[src/rtl/nibble_serial_alu.sv]
// nibble_serial_alu: wide add/sub/inc/neg sequencer that streams 4-bit slices,
// least-significant nibble first, through a conditioned 4-bit adder with the
// carry chained between slices. Results and flags are registered and only
// change when an operation completes.
`timescale 1ns/1ps
module nibble_serial_alu #(
    parameter  int NIB = 4,
    localparam int W   = 4 * NIB
) (
    input  logic         clk_i,
    input  logic         rst_ni,
    input  logic         start_i,
    input  logic [1:0]   op_i,
    input  logic [W-1:0] a_i,
    input  logic [W-1:0] b_i,
    output logic         busy_o,
    output logic         done_o,
    output logic [W-1:0] result_o,
    output logic         cout_o,
    output logic         zero_o,
    output logic         ovf_o
);

    localparam int CW = $clog2(NIB);

    localparam logic [1:0] OP_ADD = 2'b00;
    localparam logic [1:0] OP_SUB = 2'b01;
    localparam logic [1:0] OP_INC = 2'b10;
    localparam logic [1:0] OP_NEG = 2'b11;

    typedef enum logic [1:0] {
        S_IDLE = 2'b00,
        S_RUN  = 2'b01,
        S_DONE = 2'b10
    } state_t;

    state_t state_q, state_d;

    // Operand shift registers: the active slice is always the low nibble.
    logic [W-1:0]  a_sh_q, a_sh_d;
    logic [W-1:0]  b_sh_q, b_sh_d;
    logic [1:0]    op_q, op_d;
    logic [CW-1:0] cnt_q, cnt_d;
    logic          carry_q, carry_d;
    // Holds the NIB-1 lower result nibbles; the last sum nibble completes it.
    logic [W-5:0]  acc_q, acc_d;

    logic [W-1:0]  result_q, result_d;
    logic          cout_q, cout_d;
    logic          zero_q, zero_d;
    logic          ovf_q, ovf_d;

    logic [3:0]    x_nib;
    logic [3:0]    y_nib;
    logic [4:0]    sum;
    logic          last_nib;
    logic [W-1:0]  full_res;

    assign last_nib = (cnt_q == CW'(NIB - 1));

    // State register.
    always_ff @(posedge clk_i or negedge rst_ni) begin
        if (!rst_ni) begin
            state_q <= S_IDLE;
        end else begin
            state_q <= state_d;
        end
    end

    // Next-state logic: start is only honoured in IDLE, DONE lasts one cycle.
    always_comb begin
        state_d = state_q;
        case (state_q)
            S_IDLE: begin
                if (start_i) begin
                    state_d = S_RUN;
                end
            end
            S_RUN: begin
                if (last_nib) begin
                    state_d = S_DONE;
                end
            end
            S_DONE: begin
                state_d = S_IDLE;
            end
            default: begin
                state_d = S_IDLE;
            end
        endcase
    end

    // Handshake outputs decoded from the registered state.
    always_comb begin
        busy_o = 1'b0;
        done_o = 1'b0;
        case (state_q)
            S_RUN:   busy_o = 1'b1;
            S_DONE:  done_o = 1'b1;
            default: ;
        endcase
    end

    // Operand conditioning and 5-bit slice adder for the current nibble.
    always_comb begin
        x_nib = a_sh_q[3:0];
        y_nib = b_sh_q[3:0];
        case (op_q)
            OP_ADD: begin
                x_nib = a_sh_q[3:0];
                y_nib = b_sh_q[3:0];
            end
            OP_SUB: begin
                x_nib = a_sh_q[3:0];
                y_nib = ~b_sh_q[3:0];
            end
            OP_INC: begin
                x_nib = a_sh_q[3:0];
                y_nib = 4'b0000;
            end
            OP_NEG: begin
                x_nib = 4'b0000;
                y_nib = ~a_sh_q[3:0];
            end
            default: ;
        endcase
        sum      = {1'b0, x_nib} + {1'b0, y_nib} + {4'b0000, carry_q};
        full_res = {sum[3:0], acc_q};
    end

    // Datapath next state: load on accept, shift one nibble per RUN cycle,
    // publish result and flags only when the top nibble is processed.
    always_comb begin
        a_sh_d   = a_sh_q;
        b_sh_d   = b_sh_q;
        op_d     = op_q;
        cnt_d    = cnt_q;
        carry_d  = carry_q;
        acc_d    = acc_q;
        result_d = result_q;
        cout_d   = cout_q;
        zero_d   = zero_q;
        ovf_d    = ovf_q;
        case (state_q)
            S_IDLE: begin
                if (start_i) begin
                    a_sh_d  = a_i;
                    b_sh_d  = b_i;
                    op_d    = op_i;
                    cnt_d   = '0;
                    // Only ADD starts without an injected carry.
                    carry_d = (op_i != OP_ADD);
                end
            end
            S_RUN: begin
                a_sh_d  = a_sh_q >> 4;
                b_sh_d  = b_sh_q >> 4;
                cnt_d   = cnt_q + CW'(1);
                carry_d = sum[4];
                acc_d   = full_res[W-1:4];
                if (last_nib) begin
                    result_d = full_res;
                    cout_d   = sum[4];
                    zero_d   = (full_res == '0);
                    ovf_d    = (x_nib[3] == y_nib[3]) & (sum[3] != x_nib[3]);
                end
            end
            default: ;
        endcase
    end

    // Datapath and result registers.
    always_ff @(posedge clk_i or negedge rst_ni) begin
        if (!rst_ni) begin
            a_sh_q   <= '0;
            b_sh_q   <= '0;
            op_q     <= '0;
            cnt_q    <= '0;
            carry_q  <= 1'b0;
            acc_q    <= '0;
            result_q <= '0;
            cout_q   <= 1'b0;
            zero_q   <= 1'b0;
            ovf_q    <= 1'b0;
        end else begin
            a_sh_q   <= a_sh_d;
            b_sh_q   <= b_sh_d;
            op_q     <= op_d;
            cnt_q    <= cnt_d;
            carry_q  <= carry_d;
            acc_q    <= acc_d;
            result_q <= result_d;
            cout_q   <= cout_d;
            zero_q   <= zero_d;
            ovf_q    <= ovf_d;
        end
    end

    assign result_o = result_q;
    assign cout_o   = cout_q;
    assign zero_o   = zero_q;
    assign ovf_o    = ovf_q;

endmodule

[config.mk]
export PLATFORM = sky130hd
export DESIGN_NAME = nibble_serial_alu
export DESIGN_NICKNAME = d
export VERILOG_FILES = /design/src/rtl/nibble_serial_alu.sv
export SDC_FILE = /design/constraint.sdc
export NUM_CORES = 1
export LEC_CHECK = 0
export CAP_MARGIN = 10
export CORE_ASPECT_RATIO = 0.75
export CORE_MARGIN = 2
export CORE_UTILIZATION = 56
export DETAILED_ROUTE_END_ITERATION = 8
export DONT_BUFFER_PORTS = 1
export GPL_ROUTABILITY_DRIVEN = 0
export PLACE_DENSITY = 0.74
export SYNTH_ARGS = -nofsm -noshare
export SYNTH_HDL_FRONTEND = slang
export SYNTH_SLANG_ARGS = --single-unit
[constraint.sdc]
create_clock -name clk_i -period 2.1 [get_ports clk_i]
set_clock_uncertainty 0.1 [all_clocks]
set_input_delay 0.315 -clock clk_i [delete_from_list [all_inputs] [get_ports clk_i]]
set_output_delay 0.315 -clock clk_i [all_outputs]
set_load 0.03 [all_outputs]
==> flow_metrics.tcl, run 1 <==
set metrics [dict create \
    grt_pass1_vias 2060 \
    grt_max_degree 71 \
    synth_flop_cell "dfrtp_1" \
    maxCapViolations 0 \
    clkTransAtPathRegs_ns 0.07 \
    nFillCells 402 \
    status "complete, but fails checks" \
    power.total_w 0.00686 \
    wl_per_cell_um 16.2 \
    ys_ff_latch 70 \
    fin_tns_setup_ns -0.750 \
    setup-violations-final 8 \
    yosys-top-cells-area "dfrtp_1, nand2_1, mux2i_1" \
    synth_top_area_share_pct 56.0 \
    drc 0 \
    failed_checks "negative setup slack" \
    die_h_um 68.7 \
    ys_warn_count 0 \
    final_layout_size_suffix_gt1_share_pct 22.6 \
    synth.cell_area_mm2 0.00313 \
    area_growth_pct 17.9 \
    cts_buffers 9 \
    period_needed_ns 2.34 \
    grt_pass1_wl_mm 10.1 \
    cp-start-kind "register" \
    overflow 0 \
    synthArstFlopShare_pct 100 \
    critPathCaptureType "register" \
    htree_levels 3 \
    tightest_slew_ns 0.635 \
    ys_types 33 \
    drt-total-wl_mm 6.23 \
    rsz0062_at_grt "true" \
    grt_antenna_before_repair 0 \
    drt_iter0_drc 112 \
    drt-pass1-iter-count 4 \
    cts_tree "done" \
    slew_viol_final 0 \
    arrival_ns 2.52 \
    ant_nets 0 \
    port_buffers 0 \
    synth_top_cell_by_area "dfrtp_1" \
    core_area_mm2 0.00535 \
    slew_headroom_pct 57.6 \
    worst_ep_required_time_ns 2.28 \
    multiInputGateArea_mm2 0.00140 \
    min_path_type "input port to register" \
    finalNetCount 350 \
    ys_seq_area_share_pct 56.0 \
    critPathMaxFanout 4 \
    die_w_um 90.3 \
    p_per_area_mw_per_mm2 1860 \
    cts_max_path_buffers 2 \
    dieArea_mm2 0.00621 \
    crit_type "register to register" \
    seq_area_mm2 0.00175 \
    avgSynthCellArea_um2 11.0 \
    vias_per_cell 5.53 \
    synth_fp_nets 327 \
    clkLatencyLatePin_ns 0.34 \
    syn_inst 284 \
    cts.sinks 70 \
    fin_ws_ns -0.235 \
    final_hold_viol_count 0 \
    clock-root-buffer "clkbuf_8" \
    synth_edf_count 0 \
    io_pins 58 \
    p_leak_nw 1.77 \
    num_vias 2130 \
    n_antenna_cell 0 \
    fmax_ghz 0.428 \
    std_cell_rows 23 \
    dp_hpwl_mm 3.94 \
    grt_usage_pct 22.0 \
    finalCritPeriodShare_pct 111 \
    start_util_pct 58.4 \
    vdd_ir_drop_max_mv 0.715 \
]
stage by stage:
step	utilization, %	setup slack [ns]	hold WS [ns]	instances	cell area, um^2
5_1_grt	68.9	-0.311	0.0135	385	3690
3_5_place_dp	61.4	-0.223	-0.0781	360	3290
3_3_place_gp	61.4	-0.116	-0.0783	360	3290
2_1_floorplan	-	-0.0912	-0.0806	284	3140
4_1_cts	67.2	-0.185	0.00960	384	3600
6_report	68.9	-0.235	0.0227	385	3690
layout by cell type, fill, tap and decap left out, types with 3 or more instances in the layout:
cell / synthesis / layout
mux2_2: 8 / 8
and2_1: 3 / 3
dfrtp_1: 70 / 69
dlygate4sd3_1: 0 / 8
a22o_1: 10 / 10
ha_1: 4 / 3
mux2_4: 6 / 6
clkbuf_8: 0 / 12
inv_1: 5 / 4
nand2_1: 67 / 65
mux2i_1: 25 / 24
buf_4: 2 / 19
o21ai_0: 38 / 34
synth_stat cells (all sizes together), types with 3 or more instances:
cell	number
a21oi	3
a22o	10
and2	3
buf	11
clkbuf	5
dfrtp	70
ha	4
inv	6
mux2	14
mux2i	25
nand2	68
nand2b	4
nand3	3
o21ai	38
routing by layer:
| metal | vias up | GRT usage [%] | share of wire (%) |
|---|---|---|---|
| met5 | - | 0 | 0 |
| met3 | 17 | 10.8 | 7.5 |
| met1 | 1036 | 29.6 | 47 |
| met2 | 62 | 30.6 | 43 |
| met4 | 0 | 8.85 | 2.2 |
| li1 | 1015 | - | - |
flip-flops by register name (all words and copies together) (netlist names), 2 cells and up:
name,cells
op_q,2
acc_q,12
a_sh_q,16
state_q,2
result_o,16
cnt_q,2
b_sh_q,16
path summary, 6_finish.rpt:
check / startpoint / end / slack, ns / cells after the start
max in group asynchronous: rst_ni / op_q[1] / 1.14 / 2
worst min-delay path: op_i[0] / op_q[0] / 0.02 / 1
min in group asynchronous: rst_ni / b_sh_q[12] / 0.43 / 2
worst max register to register: op_q[1] / zero_o / -0.24 / 7
worst max-delay path: op_q[1] / zero_o / -0.24 / 7
worst min register to register: a_sh_q[6] / a_sh_q[6] / 0.38 / 2
where the power goes:
group	switching (W)	internal, W	leakage, nW
clock	0.000457	0.000511	0.0914
combinational	0.00159	0.00153	0.795
sequential	0.000802	0.00197	0.880
total	0.00285	0.00401	1.77
worst max-delay path, stage by stage (launching register included):
cell	delay (ns)
dfrtp_2	0.41
mux2i_2	0.24
a21oi_2	0.09
fa_2	0.41
fa_1	0.51
nand4_1	0.11
nor4b_2	0.26
a22o_1	0.15
final cells by class:
class                      count  share of cell area, %
clock inverter                 1                  0.136
inverter                       6                  0.611
tap                           75                   2.54
clock buffer                  13                   4.58
multi-input combinational    192                   37.8
sequential                    70                   47.5
timing repair buffer          28                   6.78
cells by family (layout without fill, tap and decap cells):
kind of cell,count (synthesis),count (layout),share of synthesized area (%)
multiplexers,39,39,13.8
adder cells (fa/ha/maj),6,6,2.88
buffers and inverters,22,48,3.44
AND/OR/NAND/NOR,88,88,12.5
flip-flops,70,70,56.0
AO/OA/AOI/OAI,56,56,10.6
XOR/XNOR,3,3,0.840
repair_timing:
| action | CTS | global route |
|---|---|---|
| setup endpoints to repair | 10 | 10 |
| buffers inserted | 1 | 1 |
| pin swaps | 0 | 13 |
| hold endpoints to repair | 77 | 0 |
| resized for setup | 6 | 17 |
| hold buffers | 9 | 0 |
Note: power is estimated with default switching activity, not from simulation.
==> run 2, diff against run 1 <==
- CORE_UTILIZATION: 56 -> 67
- PLACE_DENSITY: 0.74 -> 0.83
- clock period: 2.1 -> 3 ns (I/O delays scaled with it)
==> run 2 against run 1 <==
The flow now finishes without violations. Non-clock buffer count is 22 lower. Utilization up 7.7 points. Clock power decreased by 14%. Largest cell class unchanged.
==> flow_metrics.tcl, run 2 (same netlist as run 1, synthesis figures left out) <==
set metrics [dict create \
    arrival_ns 2.65 \
    clkTransAtPathRegs_ns 0.07 \
    core_area_mm2 0.00447 \
    p_clk_share_pct 18.8 \
    grt_max_degree 71 \
    fmax_ghz 0.405 \
    p_leak_nw 1.65 \
    p_per_area_mw_per_mm2 1290 \
    pwr-share-comb_pct 37.1 \
    maxCapViolations 0 \
    internal-power_w 0.00259 \
    power_switching_w 0.00182 \
    fin_tns_setup_ns 0 \
    status "finished clean" \
    nFillCells 281 \
    drc 0 \
    htree_levels 3 \
    drt_iter0_drc 115 \
    finalNetCount 328 \
    critPathCaptureType "register" \
    placed_area_mm2 0.00316 \
    worst_ep_required_time_ns 3.18 \
    period_needed_ns 2.47 \
    finalCritPeriodShare_pct 82.3 \
    start_util_pct 70.0 \
    min_path_type "input port to register" \
    sw_frac_of_total_pct 41.3 \
    wl_per_cell_um 16.5 \
    clkLatencyLatePin_ns 0.34 \
    crit_type "register to register" \
    slew_headroom_pct 56.0 \
    drt-pass1-iter-count 4 \
    power_frac_seq_pct 44.1 \
    post-route-cell-area_mm2 0.00342 \
    num_vias 2007 \
    clock-root-buffer "clkbuf_8" \
    dieArea_mm2 0.00524 \
    area_growth_pct 9.36 \
    grt_pass1_vias 2017 \
    vdd_ir_drop_max_mv 0.693 \
    cts_max_path_buffers 2 \
    cp-start-kind "register" \
    n_antenna_cell 0 \
    setup-violations-final 0 \
    vias_per_cell 5.78 \
    dp_hpwl_mm 3.83 \
    critPathMaxFanout 10 \
    port_buffers 0 \
    die_h_um 63.2 \
    final_layout_size_suffix_gt1_share_pct 13.8 \
    grt_pass1_wl_mm 9.99 \
    rsz0062_at_grt "false" \
    tightest_slew_ns 0.659 \
    die_w_um 82.9 \
    slew_viol_final 0 \
    layout_commonest_cell "dfrtp_1" \
    std_cell_rows 21 \
    cts_tree "done" \
    cts.sinks 70 \
    layout_common_cells "dfrtp_1, nand2_1, o21ai_0" \
    grt_antenna_before_repair 0 \
    power.total_w 0.00441 \
    final_hold_viol_count 0 \
    drt-total-wl_mm 5.73 \
    io_pins 58 \
    ant_nets 0 \
    grt_usage_pct 24.7 \
    post-cts-setup-buffers 0 \
    cts_buffers 9 \
    overflow 0 \
]
run 2: final timing paths:
path | from | slack, ns | end | cells past startpoint
min in group asynchronous | rst_ni | 0.55 | b_sh_q[9] | 2
hold / removal | a_i[14] | 0.14 | a_sh_q[14] | 1
max in group asynchronous | rst_ni | 1.93 | b_sh_q[7] | 2
setup reg to reg | op_q[0] | 0.53 | zero_o | 7
setup / recovery | op_q[0] | 0.53 | zero_o | 7
hold reg to reg | b_sh_q[10] | 0.38 | b_sh_q[10] | 2
run 2: power groups by stage:
| stage | combinational (W) | sequential [W] | clock (W) |
|---|---|---|---|
| after floorplan | 0.00138 | 0.00183 | 0 |
| after detailed placement | 0.00161 | 0.00196 | 0 |
| after global routing | 0.00185 | 0.00200 | 0.000898 |
| final | 0.00164 | 0.00194 | 0.000830 |
| after global placement | 0.00155 | 0.00194 | 0 |
| after CTS | 0.00165 | 0.00194 | 0.000849 |
run 2: stage by stage:
step / cells / hold WS [ns] / utilization [%] / worst slack (ns)
floorplan: 284 / 0.0544 / - / 0.731
global placement: 329 / 0.0562 / 70.8 / 0.648
detailed placement: 329 / 0.0561 / 70.8 / 0.592
CTS: 347 / 0.124 / 76.6 / 0.514
global route: 347 / 0.118 / 76.6 / 0.408
finish: 347 / 0.138 / 76.6 / 0.532
run 2: repair_timing:
action,CTS,global route
hold endpoints to repair,70,0
resized for setup,0,0
hold buffers,2,0
run 2: layout make-up:
class	count	area (um^2)	area share [%]
Clock buffer	10	138	4.02
Sequential cell	70	1750	51.2
Clock inverter	6	85.1	2.49
Timing Repair Buffer	6	67.6	1.98
Multi-Input combinational cell	192	1280	37.6
Tap cell	57	71.3	2.08
Inverter	6	22.5	0.658
run 2: critical path: stages, from the launching register on:
cell,delay [ns]
dfrtp_1,0.47
nor3b_1,0.27
a21oi_1,0.08
fa_1,0.40
fa_1,0.54
nand4_1,0.10
nor4b_2,0.27
a22o_1,0.16
run 2: per-layer routing:
| metal | vias to the layer above | track usage, % | share of wire [%] |
|---|---|---|---|
| met5 | - | 0 | 0 |
| li1 | 974 | - | - |
| met2 | 69 | 33.8 | 42 |
| met1 | 951 | 35.3 | 48 |
| met4 | 0 | 11.3 | 2.3 |
| met3 | 13 | 9.31 | 7.5 |
